**src/rtl/ysyx_23060096_imm_pack_if.sv**
```systemverilog
// Immediate-encoder request/result bundle.
// master: request source / result sink; slave: the encoder.
interface ysyx_23060096_imm_pack_if;
  logic        in_valid;
  logic        in_ready;
  logic [31:0] in_inst;
  logic [31:0] in_imm;
  logic [2:0]  in_fmt;
  logic        out_valid;
  logic        out_ready;
  logic [31:0] out_inst;
  logic [2:0]  out_err;

  modport master (
    output in_valid,
    output in_inst,
    output in_imm,
    output in_fmt,
    output out_ready,
    input  in_ready,
    input  out_valid,
    input  out_inst,
    input  out_err
  );

  modport slave (
    input  in_valid,
    input  in_inst,
    input  in_imm,
    input  in_fmt,
    input  out_ready,
    output in_ready,
    output out_valid,
    output out_inst,
    output out_err
  );
endinterface

```
**src/rtl/ysyx_23060096_imm_pack.sv**
```systemverilog
// RV32 immediate encoder: scatters imm into an I/U/S/B/J template.
// Ports: clk, rstn (async, active-high), bus (slave), err_cnt.
module ysyx_23060096_imm_pack #(
  parameter int CNT_W = 16
) (
  input  logic             clk,
  input  logic             rstn,
  ysyx_23060096_imm_pack_if.slave bus,
  output logic [CNT_W-1:0] err_cnt
);

  localparam logic [2:0] FMT_I = 3'b000;
  localparam logic [2:0] FMT_U = 3'b001;
  localparam logic [2:0] FMT_S = 3'b010;
  localparam logic [2:0] FMT_B = 3'b011;
  localparam logic [2:0] FMT_J = 3'b100;

  logic             r_s1_valid;
  logic [31:0]      r_s1_inst;
  logic [31:0]      r_s1_imm;
  logic [2:0]       r_s1_fmt;
  logic             r_s2_valid;
  logic [31:0]      r_s2_inst;
  logic [2:0]       r_s2_err;
  logic [CNT_W-1:0] r_err_cnt;

  logic        w_s2_load;
  logic        w_in_ready;
  logic        w_fire_in;
  logic        w_fire_out;
  logic        w_is_i;
  logic        w_is_u;
  logic        w_is_s;
  logic        w_is_b;
  logic        w_is_j;
  logic        w_sx12;
  logic        w_sx13;
  logic        w_sx21;
  logic [31:0] w_pk_inst;
  logic        w_rng;
  logic        w_aln;
  logic        w_rsv;

  // S2 drains or is empty; S1 and the input move with it.
  assign w_s2_load  = !r_s2_valid || bus.out_ready;
  assign w_in_ready = !r_s1_valid || w_s2_load;
  assign w_fire_in  = bus.in_valid && w_in_ready;
  assign w_fire_out = r_s2_valid && bus.out_ready;

  assign bus.in_ready  = w_in_ready;
  assign bus.out_valid = r_s2_valid;
  assign bus.out_inst  = r_s2_inst;
  assign bus.out_err   = r_s2_err;
  assign err_cnt       = r_err_cnt;

  assign w_is_i = (r_s1_fmt == FMT_I);
  assign w_is_u = (r_s1_fmt == FMT_U);
  assign w_is_s = (r_s1_fmt == FMT_S);
  assign w_is_b = (r_s1_fmt == FMT_B);
  assign w_is_j = (r_s1_fmt == FMT_J);

  // imm fits N bits when bits [31:N-1] are all equal.
  assign w_sx12 = (&r_s1_imm[31:11]) || !(|r_s1_imm[31:11]);
  assign w_sx13 = (&r_s1_imm[31:12]) || !(|r_s1_imm[31:12]);
  assign w_sx21 = (&r_s1_imm[31:20]) || !(|r_s1_imm[31:20]);

  always_comb begin
    w_pk_inst = r_s1_inst;
    w_rng     = 1'b0;
    w_aln     = 1'b0;
    w_rsv     = 1'b0;
    unique case (1'b1)
      w_is_i: begin
        w_pk_inst[31:20] = r_s1_imm[11:0];
        w_rng            = !w_sx12;
      end
      w_is_u: begin
        w_pk_inst[31:12] = r_s1_imm[31:12];
        w_aln            = |r_s1_imm[11:0];
      end
      w_is_s: begin
        w_pk_inst[31:25] = r_s1_imm[11:5];
        w_pk_inst[11:7]  = r_s1_imm[4:0];
        w_rng            = !w_sx12;
      end
      w_is_b: begin
        w_pk_inst[31]    = r_s1_imm[12];
        w_pk_inst[30:25] = r_s1_imm[10:5];
        w_pk_inst[11:8]  = r_s1_imm[4:1];
        w_pk_inst[7]     = r_s1_imm[11];
        w_rng            = !w_sx13;
        w_aln            = r_s1_imm[0];
      end
      w_is_j: begin
        w_pk_inst[31]    = r_s1_imm[20];
        w_pk_inst[30:21] = r_s1_imm[10:1];
        w_pk_inst[20]    = r_s1_imm[11];
        w_pk_inst[19:12] = r_s1_imm[19:12];
        w_rng            = !w_sx21;
        w_aln            = r_s1_imm[0];
      end
      default: begin
        w_rsv = 1'b1;
      end
    endcase
  end

  always_ff @(posedge clk or posedge rstn) begin
    if (rstn) begin
      r_s1_valid <= 1'b0;
      r_s1_inst  <= '0;
      r_s1_imm   <= '0;
      r_s1_fmt   <= '0;
    end else if (w_in_ready) begin
      r_s1_valid <= bus.in_valid;
      if (w_fire_in) begin
        r_s1_inst <= bus.in_inst;
        r_s1_imm  <= bus.in_imm;
        r_s1_fmt  <= bus.in_fmt;
      end
    end
  end

  // Data only reloads with a valid S1 entry, so a stalled
  // or drained S2 keeps its last result stable.
  always_ff @(posedge clk or posedge rstn) begin
    if (rstn) begin
      r_s2_valid <= 1'b0;
      r_s2_inst  <= '0;
      r_s2_err   <= '0;
    end else if (w_s2_load) begin
      r_s2_valid <= r_s1_valid;
      if (r_s1_valid) begin
        r_s2_inst <= w_pk_inst;
        r_s2_err  <= {w_rsv, w_aln, w_rng};
      end
    end
  end

  always_ff @(posedge clk or posedge rstn) begin
    if (rstn) begin
      r_err_cnt <= '0;
    end else if (w_fire_out && (|r_s2_err)
                 && !(&r_err_cnt)) begin
      r_err_cnt <= r_err_cnt + CNT_W'(1);
    end
  end

endmodule

```
**src/flat_wrapper.sv**
```systemverilog
// flat-port wrapper written by rule: the top's interface ports become plain ports
module ysyx_23060096_imm_pack_flat 
#(
  parameter int CNT_W = 16
)
  (clk, rstn, err_cnt, bus_in_valid, bus_in_inst, bus_in_imm, bus_in_fmt, bus_out_ready, bus_in_ready, bus_out_valid, bus_out_inst, bus_out_err);
  ysyx_23060096_imm_pack_if bus_i ();
  input  logic clk;
  input  logic rstn;
  output logic [CNT_W-1:0] err_cnt;
  input wire logic [$bits(bus_i.in_valid)-1:0] bus_in_valid;
  input wire logic [$bits(bus_i.in_inst)-1:0] bus_in_inst;
  input wire logic [$bits(bus_i.in_imm)-1:0] bus_in_imm;
  input wire logic [$bits(bus_i.in_fmt)-1:0] bus_in_fmt;
  input wire logic [$bits(bus_i.out_ready)-1:0] bus_out_ready;
  output wire logic [$bits(bus_i.in_ready)-1:0] bus_in_ready;
  output wire logic [$bits(bus_i.out_valid)-1:0] bus_out_valid;
  output wire logic [$bits(bus_i.out_inst)-1:0] bus_out_inst;
  output wire logic [$bits(bus_i.out_err)-1:0] bus_out_err;
  assign bus_i.in_valid = bus_in_valid;
  assign bus_i.in_inst = bus_in_inst;
  assign bus_i.in_imm = bus_in_imm;
  assign bus_i.in_fmt = bus_in_fmt;
  assign bus_i.out_ready = bus_out_ready;
  assign bus_in_ready = bus_i.in_ready;
  assign bus_out_valid = bus_i.out_valid;
  assign bus_out_inst = bus_i.out_inst;
  assign bus_out_err = bus_i.out_err;
  ysyx_23060096_imm_pack #(.CNT_W(CNT_W)) u_core (.clk(clk), .rstn(rstn), .bus(bus_i), .err_cnt(err_cnt));
endmodule
```
**config.mk**
```make
export PLATFORM = sky130hd
export DESIGN_NAME = ysyx_23060096_imm_pack_flat
export DESIGN_NICKNAME = d
export VERILOG_FILES = /design/src/rtl/ysyx_23060096_imm_pack_if.sv /design/src/rtl/ysyx_23060096_imm_pack.sv /design/src/flat_wrapper.sv
export SDC_FILE = /design/constraint.sdc
export NUM_CORES = 1
export LEC_CHECK = 0
export BUFFER_PORTS_ARGS = -buffer_cell sky130_fd_sc_hd__buf_2
export CORE_ASPECT_RATIO = 1.2
export CORE_MARGIN = 8
export CORE_UTILIZATION = 51
export CTS_BUF_LIST = sky130_fd_sc_hd__clkbuf_4 sky130_fd_sc_hd__clkbuf_8
export DETAILED_ROUTE_END_ITERATION = 10
export GPL_ROUTABILITY_DRIVEN = 0
export PLACE_DENSITY = 0.82
export SETUP_SLACK_MARGIN = 0.05
export SYNTH_ARGS = -nofsm -noshare
export SYNTH_HDL_FRONTEND = slang
export SYNTH_SLANG_ARGS = --single-unit
```
**constraint.sdc**
```tcl
create_clock -name clk -period 6.7 [get_ports clk]
set_input_delay 1.005 -clock clk [delete_from_list [all_inputs] [get_ports clk]]
set_output_delay 1.005 -clock clk [all_outputs]
set_load 0.02 [all_outputs]
```
After elaboration in Yosys (flattened, before gate mapping)
Index checks and enable logic that the tools add are counted.
- $add $sub $neg: 1
- equal/unequal tests: 4
- mux-type cells: 7
- reductions and logical operators: 34
- operators by type and width (cell ; number):
    one-hot mux 7 bit (4 select lines) ; 1
    OR reduction 12 bit ; 2
    AND reduction 21 bit ; 1
    OR reduction 21 bit ; 1
    AND reduction 20 bit ; 1
    OR reduction 20 bit ; 1
    adder 16 x 1 -> 16 bit (second input constant) ; 1
    AND reduction 16 bit ; 1
    one-hot mux 5 bit (3 select lines) ; 1
    AND reduction 12 bit ; 1
    one-hot mux 5 bit (2 select lines) ; 1
    zero test 1 bit ; 9
    2-to-1 mux 8 bit ; 1
    == test 3 x 2 -> 1 bit (second input constant) ; 2
    OR reduction 2 bit ; 3
    logical OR 1 bit ; 5
    OR reduction 5 bit ; 1
    logical AND 1 bit ; 4
    AND reduction 2 bit ; 2
    == test 3 x 1 -> 1 bit (second input constant) ; 1
    == test 3 bit (second input constant) ; 1
    zero test 3 bit ; 1
    one-hot mux 1 bit (3 select lines) ; 1
    OR reduction 3 bit ; 1
    2 further kinds ; 2
- register bits: 120
- input port bits: 71
- output and inout port bits: 53

Logic depth before layout (Yosys ltp)
Gate-level depths: netlist (run 1).
- word-level depth: 5
- mapped depth: 6
- depth with buffers taken out: 5

Worst setup path after synthesis (run 1)
OpenSTA, ideal clock, no wires.
- path kind: input-to-reg
- from: input port bus_out_ready
- to: register u_core.r_s1_inst[0]
- data arrival time: 2203 ps
- required time: 6575 ps
- setup slack: 4372 ps
- cell stages on the path: 5
- buffers on the path: 2
- cell sequence: nand3b_1 > nand2_1 > buf_2 > buf_4 > mux2_2
- cells in the longest elaborated chain, start to end: 4
- ends and longest elaborated chain (what ; RTL line ; RTL):
    start: declaration ; flat_wrapper.sv:15 ; input wire logic [$bits(bus_i.out_ready)-1:0] bus_out_ready;
    logical OR 1 bit (*) ; ysyx_23060096_imm_pack.sv:45 ; assign w_s2_load = !r_s2_valid || bus.out_ready;
    logical OR 1 bit (*) ; ysyx_23060096_imm_pack.sv:46 ; assign w_in_ready = !r_s1_valid || w_s2_load;
    logical AND 1 bit ; ysyx_23060096_imm_pack.sv:47 ; assign w_fire_in = bus.in_valid && w_in_ready;
    AND reduction 2 bit (no source line) (*) ; -- ;
    end signal: assignment ; ysyx_23060096_imm_pack.sv:117 ; r_s1_inst <= bus.in_inst;
    end: declaration ; ysyx_23060096_imm_pack.sv:19 ; logic [31:0] r_s1_inst;
Every way passes the cells marked *; elsewhere a longest branch is shown, timed or not.
A chain may end at the register's enable or synchronous reset.

Worst setup path after layout (run 1)
- from: input port bus_out_ready
- to: output port bus_in_ready
- cells in the longest elaborated chain, start to end: 2
- ends and longest elaborated chain (what ; RTL line ; RTL):
    logical OR 1 bit ; ysyx_23060096_imm_pack.sv:45 ;
    logical OR 1 bit ; ysyx_23060096_imm_pack.sv:46 ;
    end: declaration ; flat_wrapper.sv:16 ; output wire logic [$bits(bus_i.in_ready)-1:0] bus_in_ready;
No other way between the ends.

==> results of run 1 <==
-- kinds of logic after synthesis --
group,synth area share (%)
simple gates,10.7
buf+inv,2.74
mux,19.0
flops,57.1
compound gates,8.21
fa+ha+maj,0.238
xor+xnor,2.00
-- final cells by class --
class                           count  share of cell area, %
Multi-Input combinational cell    269                   33.5
Clock buffer                       28                   5.71
Timing Repair Buffer              126                   10.1
Tap cell                          126                   2.50
Inverter                            6                  0.397
Sequential cell                   120                   47.6
Clock inverter                      2                  0.159
-- stage by stage --
stage               power [mW]  instance area, um2  setup WS, ns  util (%)  cells
floorplan                 1.31                5260          2.51         -    417
global placement          1.47                5940          4.05      59.4    647
detailed placement        1.49                5940          4.01      59.4    647
CTS                       2.09                6310          4.17      63.1    677
global route              2.17                6310          4.15      63.1    677
finish                    2.07                6310          4.18      63.1    677
-- placed cells by master (no fill, tap or decap), types with 4 or more instances in the layout --
master and n:
sky130_fd_sc_hd__buf_2 123, sky130_fd_sc_hd__dfrtp_1 120, sky130_fd_sc_hd__mux2_2 74, sky130_fd_sc_hd__nand2_1 34
sky130_fd_sc_hd__clkbuf_8 24, sky130_fd_sc_hd__o21ai_0 22, sky130_fd_sc_hd__mux2i_1 15, sky130_fd_sc_hd__o22ai_1 13
sky130_fd_sc_hd__nor2_1 12, sky130_fd_sc_hd__xor2_1 11, sky130_fd_sc_hd__nand4_1 8, sky130_fd_sc_hd__nand3_1 7
sky130_fd_sc_hd__a21oi_1 7, sky130_fd_sc_hd__nor4_1 7, sky130_fd_sc_hd__o31ai_1 6, sky130_fd_sc_hd__nand2b_1 5
sky130_fd_sc_hd__inv_1 5, sky130_fd_sc_hd__nor3_1 5, sky130_fd_sc_hd__a31oi_1 5, sky130_fd_sc_hd__and3_1 4
sky130_fd_sc_hd__o22a_1 4, sky130_fd_sc_hd__clkbuf_4 4
-- layer usage --
layer	GRT usage (%)	up-vias	wire, um	part of all wire, %
met3	6.29	22	856	7.1
met2	29.0	150	6120	50
met5	0	-	12	0.099
met1	21.6	1835	4910	40
li1	-	1769	-	-
met4	7.59	2	241	2.0
-- power by group through the flow --
stage          Sequential (mW)  Clock, mW  Combinational, mW
4_1_cts                  0.983      0.607              0.496
6_report                 0.985      0.596              0.487
3_5_place_dp             0.995          0              0.494
3_3_place_gp             0.988          0              0.482
5_1_grt                   1.00      0.637              0.532
2_1_floorplan             1.05          0              0.256
-- how the worst min path moves through the flow --
stage	to	slack, ns	cells past startpoint
2_1_floorplan	u_core.r_s1_inst[7]	0.47	1
3_3_place_gp	u_core.bus.out_inst[8]	0.46	2
3_5_place_dp	u_core.bus.out_inst[12]	0.47	2
4_1_cts	u_core.bus.out_inst[12]	0.48	2
5_1_grt	u_core.bus.out_inst[12]	0.51	2
6_report	u_core.bus.out_inst[12]	0.47	2
-- registers in the layout, indices dropped and copies added, names as in the netlist --
name / flops
u_core.bus.out_inst: 32
u_core.r_s1_valid: 1
u_core.r_s1_imm: 32
u_core.err_cnt: 16
u_core.bus.out_err: 3
u_core.r_s1_inst: 32
u_core.bus.out_valid: 1
u_core.r_s1_fmt: 3
-- worst reg2reg max path, stage by stage (launching register included) --
cell	delay, ns
sky130_fd_sc_hd__dfrtp_1	0.70
sky130_fd_sc_hd__nor2b_1	0.75
sky130_fd_sc_hd__nor2_2	0.18
sky130_fd_sc_hd__o22ai_1	0.24
sky130_fd_sc_hd__o31ai_1	0.09
==> reports/qor.json, run 1 <==
{
  "cells_and_area": {
    "multi_input_comb_area_um2": 2120,
    "filler_instances": 809,
    "antennaDiodeCount": 0,
    "number_of_nets_in_the_finished_design": 612,
    "share_of_cells_above_drive_strength_1_pct": 44.3,
    "synthToLayoutAreaGrowth_pct": 20.0,
    "area_taken_by_flip_flops_and_latches_um2": 3000
  },
  "worst_setup_path": {
    "r2r_slack_ns": 4.60,
    "worst_setup_path_endpoint": "bus_in_ready",
    "setup.worst_path.start_class": "input pin",
    "worst_path_most_repeated_cell": "sky130_fd_sc_hd__buf_2",
    "cp_slowest_stage_delay_ns": 0.20,
    "reg2reg_from": "u_core.r_s1_fmt[1]",
    "cp_max_fo": 3,
    "critical_path_required_ns": 5.69,
    "critical_path_arrival_ns": 1.52,
    "timing.critical_path.slowest_stage_cell": "sky130_fd_sc_hd__nand3b_1",
    "r2r-end": "u_core.bus.out_inst[26]",
    "critPathTopFamily": "buffers and inverters",
    "worstPathBufferInverterCount": 2,
    "logic_depth_of_the_worst_register_to_register_path": 4,
    "critical_path_depth": 3,
    "crit_start": "bus_out_ready",
    "cp_cell_sequence": "buf_2 > nand3b_1 > buf_2",
    "worst_setup_path_end_kind": "primary output",
    "type_of_the_worst_setup_path": "input pin to primary output"
  },
  "clock_tree": {
    "worst_setup_hold_path_clk_slew_ns": 0.06,
    "tritoncts": "done",
    "postcts_setup_bufs": 0,
    "clock_tree.buffer_depth": 2,
    "number_of_gates_resized_after_cts": 0,
    "tritoncts.num_buffers": 17,
    "hold_buffers": 0,
    "ctsRootBufferMaster": "sky130_fd_sc_hd__clkbuf_8",
    "clock_sinks": 120,
    "cts-htree-levels": 4,
    "clock_latency_ns": 0.42
  },
  "power": {
    "leakagePower_nw": 3.00,
    "share_seq_of_total_power_pct": 47.6,
    "p_per_area_nw_per_um2": 328,
    "switching_share_pct": 31.9,
    "net-switching-power_mw": 0.660,
    "p_comb_share_pct": 23.6,
    "power.share.clock_pct": 28.8,
    "peak_supply_drop_v": 0.000154,
    "power.internal_mw": 1.41
  },
  "synth": {
    "yosysTopAreaCellShare_pct": 57.1,
    "asyncSetResetFlopFracSynth_pct": 100,
    "synth_nets": 489,
    "ys_top_cells_by_count": "120 x sky130_fd_sc_hd__dfrtp_1, 74 x sky130_fd_sc_hd__mux2_2, 36 x sky130_fd_sc_hd__nand2_1, 22 x sky130_fd_sc_hd__o21ai_0, 15 x sky130_fd_sc_hd__mux2i_1",
    "yosys.cell_types.count": 49,
    "ys_top_cells_by_area": "sky130_fd_sc_hd__dfrtp_1 57%, sky130_fd_sc_hd__mux2_2 16%, sky130_fd_sc_hd__mux2i_1 2.9%",
    "synth_area_um2": 5260,
    "netlist_instances": 417,
    "yosys.area.top_type": "sky130_fd_sc_hd__dfrtp_1",
    "ys.flop_type": "sky130_fd_sc_hd__dfrtp_1",
    "synth.avg_cell_area_um2": 12.6,
    "synth_enable_flop_cells": 0,
    "synth.most_common_cell": "sky130_fd_sc_hd__dfrtp_1",
    "synth-seq-area-share_pct": 57.1,
    "synthesis.yosys.warnings": 0,
    "ys_ff_latch": 120
  },
  "floorplan": {
    "ios": 124,
    "die_w_um": 109,
    "die_h_um": 127,
    "row_count": 40,
    "die-area_um2": 13800,
    "core_area_um2": 10000,
    "initial_utilization_pct": 52.5
  },
  "hold_path": {
    "worst_hold_startpoint": "u_core.bus.out_inst[12]",
    "min-delay-path-class": "flip-flop to flip-flop"
  },
  "sta": {
    "slew_violations": 0,
    "fin_tns_setup_ns": 0,
    "clock-skew-final_ns": 0.00828,
    "slew_headroom_pct": 40.2,
    "fin_hold_viols": 0,
    "layout_min_cycle_time_ns": 2.52,
    "setup-violations-final": 0,
    "worst_slew_pin_slew_ns": 0.897,
    "rsz0062_at_grt": "false",
    "fmax_mhz": 397,
    "whs_ns": 0.472,
    "timing.final.crit_share_pct": 37.6
  },
  "drt": {
    "drt-pass1-iter-count": 5,
    "vias_per_cell": 5.58,
    "initialDrtViolationCount": 182,
    "post_drt_wl_per_cell_um": 17.9,
    "ant_nets": 0,
    "dr_total_vias": 3778,
    "postRouteWirelength_mm": 12.1,
    "drc_errors": 0
  },
  "grt": {
    "gr-usage-all-layers_pct": 18.1,
    "grt_max_degree": 74,
    "via_count_of_the_first_global_routing_pass": 3893,
    "first_pass_grt_wire_length_mm": 19.6,
    "grt.overflow.total": 0,
    "grt_antenna_before_repair": 1
  },
  "placement": {
    "dp.final_hpwl_mm": 8.83,
    "portBuffers": 123
  },
  "status": {
    "outcome": "complete, no violations"
  },
  "run": {
    "cap_viol_max_count": 0
  }
}
No activity file was read; power rests on OpenSTA's default activity.
==> run 2, diff against run 1 <==
Settings changed: CORE_UTILIZATION 51 to 50, PLACE_DENSITY 0.82 to 0.84.
Clock period 6.7 ns to 2.1 ns, I/O delays scaled along.
==> run 2 against run 1 <==
Final cell count rose by 2.2%. Clock skew fell by 0.0018 ns. Hold slack got worse by 0.41 ns. Design area rose by 3.1%. Sequential power rose to 3.2 times the previous value. Flip-flop and latch count did not move. Non-clock buffer count rose by 9. Clock power rose to 4.0 times the previous value. Critical path depth rose by 2. Via count rose by 2.3%.
==> reports/qor.json, run 2 (synthesis gave the netlist of run 1 again) <==
{
  "status": {
    "outcome": "complete, no violations"
  },
  "worst_setup_path": {
    "setup.worst_path.start_class": "flip-flop",
    "critical_path_arrival_ns": 2.09,
    "worst_setup_path_end_kind": "flip-flop",
    "reg2reg_from": "u_core.err_cnt[5]",
    "r2r-end": "u_core.err_cnt[7]",
    "type_of_the_worst_setup_path": "flip-flop to flip-flop",
    "logic_depth_of_the_worst_register_to_register_path": 5,
    "cp_max_fo": 6,
    "r2r_slack_ns": 0.30,
    "critical_path_required_ns": 2.39
  },
  "cells_and_area": {
    "filler_instances": 838,
    "layoutNonFillerInstCount": 692,
    "highest_count_cells_in_the_layout_ignoring_fill_and_taps": "123 x sky130_fd_sc_hd__buf_2, 120 x sky130_fd_sc_hd__dfrtp_1, 74 x sky130_fd_sc_hd__mux2_2, 34 x sky130_fd_sc_hd__nand2_1, 22 x sky130_fd_sc_hd__o21ai_0",
    "share_of_cells_above_drive_strength_1_pct": 45.4,
    "number_of_nets_in_the_finished_design": 621,
    "final_common_cell": "sky130_fd_sc_hd__buf_2",
    "synthToLayoutAreaGrowth_pct": 23.7
  },
  "clock_tree": {
    "clock_sinks": 120,
    "postcts_setup_bufs": 0,
    "clock_latency_ns": 0.42,
    "hold_buffers": 0,
    "ctsRootBufferMaster": "sky130_fd_sc_hd__clkbuf_8",
    "number_of_gates_resized_after_cts": 0,
    "clock_tree.buffer_depth": 2,
    "worst_setup_hold_path_clk_slew_ns": 0.07,
    "tritoncts": "done",
    "cts-htree-levels": 4,
    "tritoncts.num_buffers": 17
  },
  "sta": {
    "fin_hold_viols": 0,
    "clock-skew-final_ns": 0.00653,
    "layout_min_cycle_time_ns": 1.80,
    "worst_slew_pin_slew_ns": 0.615,
    "fmax_mhz": 557,
    "slew_violations": 0,
    "timing.final.crit_share_pct": 85.6,
    "slew_headroom_pct": 59.0,
    "rsz0062_at_grt": "false",
    "whs_ns": 0.0610,
    "setup-violations-final": 0,
    "fin_tns_setup_ns": 0
  },
  "power": {
    "power.total_mw": 7.13,
    "net-switching-power_mw": 2.19,
    "share_seq_of_total_power_pct": 43.9,
    "p_comb_share_pct": 22.7,
    "power.share.clock_pct": 33.4,
    "power.internal_mw": 4.93,
    "peak_supply_drop_v": 0.000591,
    "switching_share_pct": 30.8,
    "p_per_area_nw_per_um2": 1100,
    "leakagePower_nw": 3.09
  },
  "hold_path": {
    "min-delay-path-class": "input pin to async pin"
  },
  "floorplan": {
    "die-area_um2": 14100,
    "initial_utilization_pct": 50.7,
    "row_count": 41,
    "die_h_um": 128,
    "ios": 124,
    "core_area_um2": 10400,
    "die_w_um": 110
  },
  "drt": {
    "initialDrtViolationCount": 173,
    "drt-pass1-iter-count": 4,
    "post_drt_wl_per_cell_um": 18.1,
    "drc_errors": 0,
    "dr_total_vias": 3864,
    "vias_per_cell": 5.58,
    "postRouteWirelength_mm": 12.6,
    "ant_nets": 0
  },
  "grt": {
    "grt_max_degree": 121,
    "via_count_of_the_first_global_routing_pass": 4196,
    "gr-usage-all-layers_pct": 18.9,
    "grt.overflow.total": 0,
    "grt_antenna_before_repair": 2,
    "first_pass_grt_wire_length_mm": 20.5
  },
  "run": {
    "cap_viol_max_count": 0
  },
  "placement": {
    "portBuffers": 123,
    "place.detailed.instances": 659,
    "dp.final_hpwl_mm": 9.20
  }
}
-- run 2: layout make-up --
class	count	area (um2)	share of cell area [%]
clock inverters	12	198	3.04
clock buffers	20	269	4.13
well taps	129	161	2.48
repair buffers	135	731	11.2
diodes	1	2.50	0.0385
multi-input cells	269	2120	32.5
flip-flops and latches	120	3000	46.1
inverters	6	26.3	0.404
-- run 2: critical path, cell delays in order, from the launching register on --
cell and delay, ns:
sky130_fd_sc_hd__dfrtp_1 0.49, sky130_fd_sc_hd__nand4_4 0.18, sky130_fd_sc_hd__nor4_4 0.51, sky130_fd_sc_hd__buf_4 0.23
sky130_fd_sc_hd__a211oi_1 0.09, sky130_fd_sc_hd__xor2_1 0.17
-- run 2: metal layers --
layer	up-vias	part of all wire, %	global-route usage, %
li1	1794	-	-
met1	1906	38	21.2
met2	127	52	30.8
met3	35	7.1	6.35
met4	2	3.4	10.4
met5	-	0.064	0
-- run 2: power groups by stage --
| stage | clock, mW | combinational [mW] | sequential (mW) |
|---|---|---|---|
| floorplan | 0 | 0.817 | 3.37 |
| global placement | 0 | 1.60 | 3.12 |
| detailed placement | 0 | 1.64 | 3.16 |
| CTS | 2.43 | 1.65 | 3.12 |
| global route | 2.53 | 1.78 | 3.19 |
| finish | 2.38 | 1.62 | 3.13 |
-- run 2: through the flow --
| step | cell area [um2] | setup WS, ns | utilization [%] |
|---|---|---|---|
| 5_1_grt | 6510 | 0.152 | 62.8 |
| 6_report | 6510 | 0.303 | 62.8 |
| 4_1_cts | 6500 | 0.289 | 62.8 |
| 3_3_place_gp | 6040 | 0.400 | 58.3 |
| 2_1_floorplan | 5260 | 0.316 | - |
| 3_5_place_dp | 6040 | 0.325 | 58.3 |
-- run 2: worst max path at each step --
stage	startpoint	to	slack [ns]	depth (start not counted)
CTS	u_core.err_cnt[5]	u_core.err_cnt[7]	0.29	5
floorplan	rstn	u_core.bus.out_err[0]	0.32	1
detailed placement	u_core.err_cnt[4]	u_core.err_cnt[7]	0.32	5
global route	u_core.err_cnt[1]	u_core.err_cnt[12]	0.15	5
finish	u_core.err_cnt[5]	u_core.err_cnt[7]	0.30	5
global placement	u_core.err_cnt[4]	u_core.err_cnt[1]	0.40	4
